## src/rtl/fir_load_pkg.sv

```systemverilog
`default_nettype none
// ============================================================================
// Module      : fir_load_pkg
// Description : Shared types and width helpers for the FIR load sequencer.
//               Holds the sequencer state encoding and the functions that
//               size the timing counter, read pointer and fill counts.
// Revision    : 1.0 - initial release
// ============================================================================
package fir_load_pkg;

  typedef enum logic [2:0] {
    IDLE  = 3'd0,
    C_ARM = 3'd1,
    COEFF = 3'd2,
    GAP   = 3'd3,
    D_ARM = 3'd4,
    DATA  = 3'd5,
    PAD   = 3'd6,
    STOP  = 3'd7
  } state_t;

  // Bits needed to hold the values 0..n inclusive.
  function automatic int count_width(input int n);
    return (n < 1) ? 1 : $clog2(n + 1);
  endfunction

  // Bits needed to address entries 0..depth-1.
  function automatic int index_width(input int depth);
    return (depth > 1) ? $clog2(depth) : 1;
  endfunction

  function automatic int max2(input int a, input int b);
    return (a > b) ? a : b;
  endfunction

  function automatic int max4(input int a, input int b, input int c, input int d);
    return max2(max2(a, b), max2(c, d));
  endfunction

endpackage
`default_nettype wire

```

## src/rtl/fir_load_buffer.sv

```systemverilog
`default_nettype none
// ============================================================================
// Module      : fir_load_buffer
// Description : Append-only storage for one stream (coefficients or samples).
//               Writes land at index = count, then count increments; writes
//               to a full buffer are ignored. Read data is registered and can
//               be forced to zero so it can drive an output bus directly.
// Ports       : clock, reset_n (sync, active low), clear (empties buffer),
//               wr_en/wr_data (append), rd_en/rd_idx (registered read),
//               rd_clr (zero the read register), rd_data, count, full.
// Revision    : 1.0 - initial release
// ============================================================================
module fir_load_buffer
  import fir_load_pkg::*;
#(
  parameter int DEPTH      = 20,
  parameter int DATA_WIDTH = 8
) (
  input  logic                            clock,
  input  logic                            reset_n,
  input  logic                            clear,
  input  logic                            wr_en,
  input  logic [DATA_WIDTH-1:0]           wr_data,
  input  logic                            rd_en,
  input  logic                            rd_clr,
  input  logic [index_width(DEPTH)-1:0]   rd_idx,
  output logic [DATA_WIDTH-1:0]           rd_data,
  output logic [count_width(DEPTH)-1:0]   count,
  output logic                            full
);

  localparam int IDX_W = index_width(DEPTH);
  localparam int CNT_W = count_width(DEPTH);

  logic [DATA_WIDTH-1:0] mem [DEPTH];

  assign full = (count == CNT_W'(DEPTH));

  // Storage carries no reset; contents are meaningless until counted in.
  always_ff @(posedge clock) begin
    if (wr_en && !clear && !full) begin
      mem[IDX_W'(count)] <= wr_data;
    end
  end

  always_ff @(posedge clock) begin
    if (!reset_n) begin
      count   <= '0;
      rd_data <= '0;
    end else begin
      if (clear) begin
        count <= '0;
      end else if (wr_en && !full) begin
        count <= count + CNT_W'(1);
      end

      if (rd_clr) begin
        rd_data <= '0;
      end else if (rd_en) begin
        rd_data <= mem[rd_idx];
      end
    end
  end

endmodule
`default_nettype wire

```

## src/rtl/fir_load_sequencer.sv

```systemverilog
`default_nettype none
// ============================================================================
// Module      : fir_load_sequencer
// Description : Replays buffered coefficients and samples into an n_tap_fir
//               serial load interface: coefficient flag + stream, idle gap,
//               data flag + lead-in zeros, samples, LENGTH-1 zero pad, stop.
// Ports       : clock, reset_n (sync, active low)
//               host side : clear, coeff_wr_en/data, data_wr_en/data, start,
//                           busy, done, start_err, overflow, coeff_count,
//                           sample_count
//               FIR side  : load_coefficients_flag, load_data_flag,
//                           stop_data_load_flag, coefficient_out, data_out
// Revision    : 1.0 - initial release
// ============================================================================
module fir_load_sequencer
  import fir_load_pkg::*;
#(
  parameter int LENGTH          = 20,
  parameter int DATA_WIDTH      = 8,
  parameter int MAX_SAMPLES     = 64,
  parameter int GAP_CYCLES      = 20,
  parameter int PRE_DATA_CYCLES = 5
) (
  input  logic                                  clock,
  input  logic                                  reset_n,
  input  logic                                  clear,
  input  logic                                  coeff_wr_en,
  input  logic [DATA_WIDTH-1:0]                 coeff_wr_data,
  input  logic                                  data_wr_en,
  input  logic [DATA_WIDTH-1:0]                 data_wr_data,
  input  logic                                  start,
  output logic                                  busy,
  output logic                                  done,
  output logic                                  start_err,
  output logic                                  overflow,
  output logic [count_width(LENGTH)-1:0]        coeff_count,
  output logic [count_width(MAX_SAMPLES)-1:0]   sample_count,
  output logic                                  load_coefficients_flag,
  output logic                                  load_data_flag,
  output logic                                  stop_data_load_flag,
  output logic [DATA_WIDTH-1:0]                 coefficient_out,
  output logic [DATA_WIDTH-1:0]                 data_out
);

  // LENGTH >= 2 and PRE_DATA_CYCLES >= 1 are assumed (PAD and D_ARM always
  // occupy at least one cycle). GAP_CYCLES may be 0, in which case GAP is skipped.
  localparam int CNT_W  = count_width(max4(LENGTH, GAP_CYCLES, PRE_DATA_CYCLES, MAX_SAMPLES));
  localparam int PTR_W  = count_width(max2(LENGTH, MAX_SAMPLES));
  localparam int CC_W   = count_width(LENGTH);
  localparam int CIDX_W = index_width(LENGTH);
  localparam int DIDX_W = index_width(MAX_SAMPLES);

  state_t             state, state_n;
  logic [CNT_W-1:0]   cnt, cnt_n;
  logic [PTR_W-1:0]   ptr, ptr_n;
  logic               done_n, start_err_n, overflow_n;
  logic               start_ok;
  logic               coeff_we, data_we, buf_clear;
  logic               c_rd_en, c_rd_clr, d_rd_en, d_rd_clr;
  logic               coeff_full, data_full;

  assign start_ok = (coeff_count == CC_W'(LENGTH)) && (sample_count != '0);

  always_comb begin
    state_n     = state;
    cnt_n       = cnt;
    ptr_n       = ptr;
    done_n      = 1'b0;
    start_err_n = 1'b0;
    overflow_n  = overflow;
    coeff_we    = 1'b0;
    data_we     = 1'b0;
    buf_clear   = 1'b0;
    c_rd_en     = 1'b0;
    c_rd_clr    = 1'b0;
    d_rd_en     = 1'b0;
    d_rd_clr    = 1'b0;

    case (state)
      IDLE: begin
        // clear beats start beats writes; an accepted start swallows writes.
        if (clear) begin
          buf_clear  = 1'b1;
          overflow_n = 1'b0;
        end else if (start && start_ok) begin
          state_n = C_ARM;
          ptr_n   = '0;
        end else begin
          start_err_n = start;
          coeff_we    = coeff_wr_en;
          data_we     = data_wr_en;
          if ((coeff_wr_en && coeff_full) || (data_wr_en && data_full)) begin
            overflow_n = 1'b1;
          end
        end
      end
      C_ARM: begin
        state_n = COEFF;
        cnt_n   = CNT_W'(LENGTH - 1);
      end
      COEFF: begin
        if (cnt == '0) begin
          if (GAP_CYCLES > 0) begin
            state_n = GAP;
            cnt_n   = CNT_W'(GAP_CYCLES - 1);
          end else begin
            state_n = D_ARM;
            cnt_n   = CNT_W'(PRE_DATA_CYCLES - 1);
          end
        end else begin
          cnt_n = cnt - CNT_W'(1);
        end
      end
      GAP: begin
        if (cnt == '0) begin
          state_n = D_ARM;
          cnt_n   = CNT_W'(PRE_DATA_CYCLES - 1);
        end else begin
          cnt_n = cnt - CNT_W'(1);
        end
      end
      D_ARM: begin
        if (cnt == '0) begin
          state_n = DATA;
          cnt_n   = CNT_W'(sample_count) - CNT_W'(1);
        end else begin
          cnt_n = cnt - CNT_W'(1);
        end
      end
      DATA: begin
        if (cnt == '0) begin
          state_n = PAD;
          cnt_n   = CNT_W'(LENGTH - 2);
        end else begin
          cnt_n = cnt - CNT_W'(1);
        end
      end
      PAD: begin
        if (cnt == '0) begin
          state_n = STOP;
        end else begin
          cnt_n = cnt - CNT_W'(1);
        end
      end
      STOP: begin
        state_n = IDLE;
        done_n  = 1'b1;
      end
      default: state_n = IDLE;
    endcase

    // The shared read pointer restarts for the sample stream.
    if (state_n == D_ARM && state != D_ARM) begin
      ptr_n = '0;
    end

    // Buffer read registers are the output buses, so they are steered by the
    // state being entered: the word fetched now is visible next cycle.
    case (state_n)
      IDLE: begin
        c_rd_clr = 1'b1;
        d_rd_clr = 1'b1;
      end
      C_ARM: begin
        c_rd_clr = 1'b1;
        d_rd_clr = 1'b1;
      end
      COEFF: begin
        c_rd_en = 1'b1;
        ptr_n   = ptr + PTR_W'(1);
      end
      D_ARM:   d_rd_clr = 1'b1;
      DATA: begin
        d_rd_en = 1'b1;
        ptr_n   = ptr + PTR_W'(1);
      end
      PAD:     d_rd_clr = 1'b1;
      default: ;
    endcase
  end

  always_ff @(posedge clock) begin
    if (!reset_n) begin
      state                  <= IDLE;
      cnt                    <= '0;
      ptr                    <= '0;
      busy                   <= 1'b0;
      done                   <= 1'b0;
      start_err              <= 1'b0;
      overflow               <= 1'b0;
      load_coefficients_flag <= 1'b0;
      load_data_flag         <= 1'b0;
      stop_data_load_flag    <= 1'b0;
    end else begin
      state                  <= state_n;
      cnt                    <= cnt_n;
      ptr                    <= ptr_n;
      busy                   <= (state_n != IDLE);
      done                   <= done_n;
      start_err              <= start_err_n;
      overflow               <= overflow_n;
      load_coefficients_flag <= (state_n != IDLE);
      load_data_flag         <= (state_n inside {D_ARM, DATA, PAD, STOP});
      stop_data_load_flag    <= (state_n == STOP);
    end
  end

  fir_load_buffer #(
    .DEPTH      (LENGTH),
    .DATA_WIDTH (DATA_WIDTH)
  ) u_coeff_buf (
    .clock   (clock),
    .reset_n (reset_n),
    .clear   (buf_clear),
    .wr_en   (coeff_we),
    .wr_data (coeff_wr_data),
    .rd_en   (c_rd_en),
    .rd_clr  (c_rd_clr),
    .rd_idx  (CIDX_W'(ptr)),
    .rd_data (coefficient_out),
    .count   (coeff_count),
    .full    (coeff_full)
  );

  fir_load_buffer #(
    .DEPTH      (MAX_SAMPLES),
    .DATA_WIDTH (DATA_WIDTH)
  ) u_data_buf (
    .clock   (clock),
    .reset_n (reset_n),
    .clear   (buf_clear),
    .wr_en   (data_we),
    .wr_data (data_wr_data),
    .rd_en   (d_rd_en),
    .rd_clr  (d_rd_clr),
    .rd_idx  (DIDX_W'(ptr)),
    .rd_data (data_out),
    .count   (sample_count),
    .full    (data_full)
  );

endmodule
`default_nettype wire

```

## config.mk

```make
export PLATFORM = sky130hd
export DESIGN_NAME = fir_load_sequencer
export DESIGN_NICKNAME = d
export VERILOG_FILES = /design/src/rtl/fir_load_pkg.sv /design/src/rtl/fir_load_buffer.sv /design/src/rtl/fir_load_sequencer.sv
export SDC_FILE = /design/constraint.sdc
export NUM_CORES = 1
export LEC_CHECK = 0
export CAP_MARGIN = 30
export CORE_ASPECT_RATIO = 0.75
export CORE_MARGIN = 3
export CORE_UTILIZATION = 40
export DETAILED_ROUTE_END_ITERATION = 10
export PLACE_DENSITY_LB_ADDON = 0.15
export SLEW_MARGIN = 5
export SYNTH_ARGS = -nofsm -noshare
export SYNTH_HDL_FRONTEND = slang
export SYNTH_SLANG_ARGS = --single-unit
```

## constraint.sdc

```tcl
create_clock -name clock -period 2.7 [get_ports clock]
set_input_delay 0.675 -clock clock [delete_from_list [all_inputs] [get_ports clock]]
set_output_delay 0.675 -clock clock [all_outputs]
set_load 0.05 [all_outputs]
```

### Word level (Yosys, flattened, before mapping)

Memory sizes are Yosys's and may differ from the RTL's. A register that Yosys moved wholly into a read port is not among the register bits.
Index checks and enable logic that the tools add are counted.

| operators by class | value |
|---|---|
| add/subtract/negate cells | 5 |
| equality and inequality tests | 19 |
| mux-type cells | 39 |
| bitwise operators | 2 |
| reductions and logical operators | 35 |

Operators by type and width:

| kind | number |
|---|---|
| 2-to-1 mux 7 bit | 10 |
| case mux 7 bit (6 select lines) | 1 |
| == test 3 bit (second input constant) | 8 |
| case mux 3 bit (8 select lines) | 1 |
| 2-to-1 mux 3 bit | 7 |
| 2-to-1 mux 1 bit | 20 |
| adder 7 x 1 -> 7 bit (second input constant) | 2 |
| subtractor 7 x 1 -> 7 bit (second input constant) | 2 |
| logical AND 1 bit | 11 |
| OR reduction 2 bit | 5 |
| == test 3 x 2 -> 1 bit (second input constant) | 3 |
| nonzero test 3 bit | 3 |
| OR reduction 4 bit | 2 |
| == test 7 bit (second input constant) | 1 |
| zero test 7 bit | 1 |
| nonzero test 7 bit | 1 |
| == test 3 x 1 -> 1 bit (second input constant) | 2 |
| zero test 3 bit | 2 |
| AND reduction 3 bit | 2 |
| nonzero test 6 bit | 1 |
| adder 5 x 1 -> 5 bit (second input constant) | 1 |
| == test 5 bit (second input constant) | 1 |
| inequality test 2 bit (second input constant) | 2 |
| nonzero test 4 bit | 1 |
| 7 further kinds | 10 |

| word-level totals | value |
|---|---|
| bits in registers | 35 |
| memory bits (writable) | 672 |
| logic and storage cells | 113 |
| memories | 2 |

Memory list:

| memory | depth | width | rd ports | clocked after Yosys merged registers in | write ports | RTL line | source |
|---|---|---|---|---|---|---|---|
| u_data_buf.mem | 64 | 8 | 1 | 1 | 1 | fir_load_buffer.sv:35 | `logic [DATA_WIDTH-1:0] mem [DEPTH];` |
| u_coeff_buf.mem | 20 | 8 | 1 | 1 | 1 | fir_load_buffer.sv:35 |  |

### Longest topological paths before layout

| logic depth | value |
|---|---|
| word-level depth | 10 |
| depth in mapped cells | 11 |

### By module

From an unflattened synthesis, not the netlist that was laid out.

| unflattened totals | value |
|---|---|
| cells, all modules | 1556 |
| area total of the unflattened synthesis | 29064.1 um2 |

By module, submodules not included:

| module | times used | cells an instance | area each (um2) |
|---|---|---|---|
| fir_load_buffer (u_data_buf) | 1 | 1014 | 20697.4 |
| fir_load_buffer (u_coeff_buf) | 1 | 343 | 6810.3 |
| fir_load_sequencer | 1 | 199 | 1556.5 |

### Worst setup path before layout

Ideal clock, no wire load.

| timing path | value |
|---|---|
| path kind | register to register |
| start point | register u_data_buf.count[1] |
| end point | memory u_data_buf.mem[27][0], enable pin |
| library setup time | 0.383 ns |
| data arrival time | 2.983 ns |
| setup slack | -0.666 ns |
| cell stages (with the launch flop) | 9 |
| cell sequence | dfxtp_1 -> clkbuf_1 -> clkinv_1 -> ha_1 -> nand2b_1 -> a2bb2o_2 -> a21oi_4 -> nand4_1 -> nor3_1 |

| on the way | value |
|---|---|
| cells in the longest elaborated chain, start to end | 10 |
| elaborated cells on any way between the ends | 12 |

RTL lines:

| what | RTL line | source |
|---|---|---|
| start: declaration | fir_load_buffer.sv:28 | `output logic [count_width(DEPTH)-1:0] count,` |
| start signal: assignment | fir_load_buffer.sv:54 | `count <= count + CNT_W'(1);` |
| nonzero test 7 bit | fir_load_sequencer.sv:62 | `assign start_ok = (coeff_count == CC_W'(LENGTH)) && (sample_count != '0);` |
| logical AND 1 bit | fir_load_sequencer.sv:62 |  |
| logical AND 1 bit | fir_load_sequencer.sv:85 | `end else if (start && start_ok) begin` |
| 2-to-1 mux 1 bit | fir_load_sequencer.sv:85 |  |
| 2-to-1 mux 1 bit | fir_load_sequencer.sv:82 | `if (clear) begin` |
| 2-to-1 mux 1 bit | fir_load_sequencer.sv:79 | `case (state)` |
| logical AND 1 bit (2 in a row) | fir_load_buffer.sv:41 | `if (wr_en && !clear && !full) begin` |
| 2-to-1 mux 1 bit | fir_load_buffer.sv:41 |  |
| 2-to-1 mux 1 bit (not written as such) | fir_load_buffer.sv:42 | `mem[IDX_W'(count)] <= wr_data;` |
| end: declaration | fir_load_buffer.sv:35 |  |

Several ways; a longest one is shown, not always the timed one.

### Worst setup path after layout

| timing path | value |
|---|---|
| start point | register u_data_buf.count[4] |
| end point | output sample_count[4] |

RTL lines:

| what | RTL line | source |
|---|---|---|
| end: declaration | fir_load_sequencer.sv:37 | `output logic [count_width(MAX_SAMPLES)-1:0] sample_count,` |

No word-level cell between the ends.

==> results.md <==
* Status: completed
* FF+latch count, synth at 722
* Post-synthesis simple-gate area fraction at 0.0518
* Crit-path slowest cell: clkdlybuf4s50_1
* Sequential share of the synthesized area at 0.734
* P_leak at 10.8 nW
* Remaining DRCs at 0
* Total grt overflow at 0
* Routed WL per cell at 27.2 um
* Remaining antenna violation count after routing at 0
* Fin cells at 2837
* RSZ-0062 raised after global routing: false
* Slowest stage delay, CP at 0.83 ns
* NumNets Final at 1864
* Sum Neg Setup Slack at 0 ns
* PwrDens at 656 nW/um^2
* Clock Tree Root: clkbuf_16
* Setup violators final at 0
* Cells on Worst Hold Path at 2
* Syn Std Cell Area at 28900 um^2
* Worst R2R Setup Slack at 0.10 ns
* Die Span Y at 239 um
* Vias in the first global route at 15905
* Final worst slack at 0.0463 ns
* Final Hold Viols at 0
* Post-synthesis mux area share at 0.140
* Yosys warning count at 0
* Diode count at 0
* Critical path data arrival time at 1.98 ns
* Netlist cell types at 76
* Avg Cell Area, Syn at 18.4 um^2
* Core area at 70700 um^2
* Cell Rows at 84
* Clock Path Buffers at 3
* Ys async rst share at 0
* Core Util, Final at 0.488
* Final wirelength at 77200 um
* Final worst path period share at 0.983
* Clock transition at path regs at 0.06 ns
* Max Freq at 377 MHz
* Place WS at -0.305 ns
* GPL Wtd Cong at 0.884
* Compound-cell area share of the yosys netlist at 0.0426
* FF-to-FF End: u_data_buf.mem[53][4]
* Total GRT Usage at 0.208
* Max FO, Critical Path at 11
* Vias at 15757
* First-pass GRT wire length at 113000 um
* Post-synth EDFFs at 672
* Inst Count DP at 2704
* I/O pin cnt at 57
* Multi-input gate area at 7160 um^2
* DRT Pass-1 Iters at 7
* Die ar. at 75500 um^2
* Drt first-iter violations at 1637
* Worst Skew at 0.0188 ns
* Vias/cell at 5.55
* CTS tree: yes
* Largest net degree at the start of global routing at 65
* Register area at 21200 um^2
* CTS buffer count at 74
* CP endpoint kind: output port
* Clock Latency Late Sink at 0.61 ns
* Worst Max-Slew Pin Slew at 0.844 ns
* R2R depth at 10
* H-tree depth at 3
* Synth Area in Adders at 0.00347
* CP Launch Type: register
* Worst-case vdd ir drop at 0.489 mV
* Fin. max-slew vios at 0
* Die X at 316 um
* Post-synthesis instance total at 1571
* Starting density of the core at 0.408
* Synthesis-to-finish area growth at 19.5%
* Worst R2R Start: u_data_buf.count[1]
* End of the worst hold path: overflow
* Worst hold path class: register to register
* Tmin final at 2.65 ns
* Fin Hold WS at 0.482 ns
* Crit path required time at 2.03 ns
* Fillers at 5878
* Syn nets at 1601
* Num Clock Sinks at 722
* Buffers on Ports at 56
* Initial antenna violation count at 1
* Crit path kind: register to output port
* CP cell instances: buf_4 -> clkdlybuf4s50_1
* # Post-CTS Setup Buffers at 0
* Share of cells above drive strength 1 at 0.280
* Largest family of logic cells by synthesized area: multiplexers
* Normalized max-slew margin at 0.437
* Worst hold start: overflow
* Hpwl dp at 51600 um
* Xor and xnor area share after synthesis at 0.00516
* Synth Flop Type: edfxtp_1
* Max Cap Violations at 0
sequential cells by signal (all words and copies together) (netlist names):
| signal | count |
|---|---|
| u_data_buf.mem | 512 |
| u_coeff_buf.mem | 160 |
| u_coeff_buf.rd_data | 8 |
| u_data_buf.rd_data | 8 |
| cnt | 7 |
| u_data_buf.count | 7 |
| ptr | 6 |
| u_coeff_buf.count | 5 |
| state | 3 |
| done | 1 |
| load_coefficients_flag | 1 |
| load_data_flag | 1 |
| overflow | 1 |
| start_err | 1 |
| stop_data_load_flag | 1 |
worst max-delay path: cells and delay by family, from the launching register on:
| kind | cells | cell delay [ns] |
|---|---|---|
| buffers and inverters | 2 | 1.04 |
| flip-flops | 1 | 0.33 |
kinds of logic (layout without fill, tap and decap cells):
| logic type | Yosys count | in the layout |
|---|---|---|
| adder cells (fa/ha/maj) | 8 | 8 |
| AO/OA/AOI/OAI | 178 | 178 |
| flip-flops | 722 | 722 |
| buffers and inverters | 102 | 422 |
| multiplexers | 234 | 234 |
| AND/OR/NAND/NOR | 310 | 310 |
| XOR/XNOR | 17 | 17 |
what timing repair did:
item | 4_1_cts | 5_1_grt
setup endpoints to repair | 2 | 1
resized for setup | 2 | 1
hold buffers | 0 | 0
where the power goes:
part / total, mW / internal [mW] / switching [mW]
clock: 10.0 / 5.81 / 4.18
combinational: 0.416 / 0.116 / 0.299
sequential: 12.2 / 12.2 / 0.00637
cell usage in the layout, fill, tap and decap left out, types with 31 or more instances in the layout:
| cell type | count |
|---|---|
| clkdlybuf4s50_1 | 44 |
| a211oi_1 | 31 |
| nor2_1 | 134 |
| buf_4 | 195 |
| mux4_2 | 134 |
| mux2i_1 | 97 |
| clkbuf_16 | 77 |
| a21oi_1 | 31 |
| nand2_1 | 43 |
| dfxtp_1 | 41 |
| edfxtp_1 | 672 |
| o22ai_1 | 47 |
cells in the mapped netlist, drive strengths merged, types with 4 or more instances:
cell / number / area share
ha: 8 / 0.0035
or3b: 8 / 0.0025
nand4: 9 / 0.0019
a31oi: 4 / 0.00087
nand2: 45 / 0.0060
o211ai: 4 / 0.0014
edfxtp: 672 / 0.70
nand3: 25 / 0.0043
a22oi: 4 / 0.0010
xnor2: 11 / 0.0033
nand2b: 5 / 0.0011
nand3b: 8 / 0.0021
o221ai: 12 / 0.0036
xor2: 6 / 0.0018
nor3: 15 / 0.0031
nor4: 4 / 0.00087
o22ai: 47 / 0.010
clkbuf: 20 / 0.0026
dfxtp: 50 / 0.035
mux4: 136 / 0.11
a211oi: 31 / 0.0081
nor2b: 15 / 0.0032
nor2: 154 / 0.020
a21oi: 34 / 0.0065
or3: 9 / 0.0019
inv: 11 / 0.0014
buf: 70 / 0.019
mux2i: 97 / 0.034
o21ai: 16 / 0.0029
layout make-up:
| class | instances | share of cell area |
|---|---|---|
| Sequential cell | 722 | 0.614 |
| Multi-Input combinational cell | 747 | 0.207 |
| Timing Repair Buffer | 277 | 0.0738 |
| Clock buffer | 91 | 0.0577 |
| Tap cell | 946 | 0.0343 |
| Clock inverter | 42 | 0.0106 |
| Inverter | 12 | 0.00181 |
how the worst max path moves through the flow:
stage                   startpoint                    end
2_1_floorplan  u_data_buf.count[1]  u_data_buf.mem[14][0]
3_3_place_gp                 clear  u_data_buf.mem[36][6]
3_5_place_dp                 clear  u_data_buf.mem[53][4]
4_1_cts        u_data_buf.count[0]        sample_count[0]
5_1_grt        u_data_buf.count[1]  u_data_buf.mem[52][7]
6_report       u_data_buf.count[4]        sample_count[4]
metal layers:
layer / global-route usage / routed length (um) / vias up
li1: - / - / 6888
met1: 0.318 / 35900 / 8184
met2: 0.290 / 32700 / 577
met3: 0.0640 / 6940 / 106
met4: 0.0479 / 1540 / 2
met5: 0.0114 / 109 / -
through the flow:
stage,area (um^2),power (mW)
3_3_place_gp,32100,12.9
6_report,34500,22.6
3_5_place_dp,32200,12.9
4_1_cts,34500,22.9
5_1_grt,34500,23.3
2_1_floorplan,29100,12.6
(Power assumes the default switching activity.)
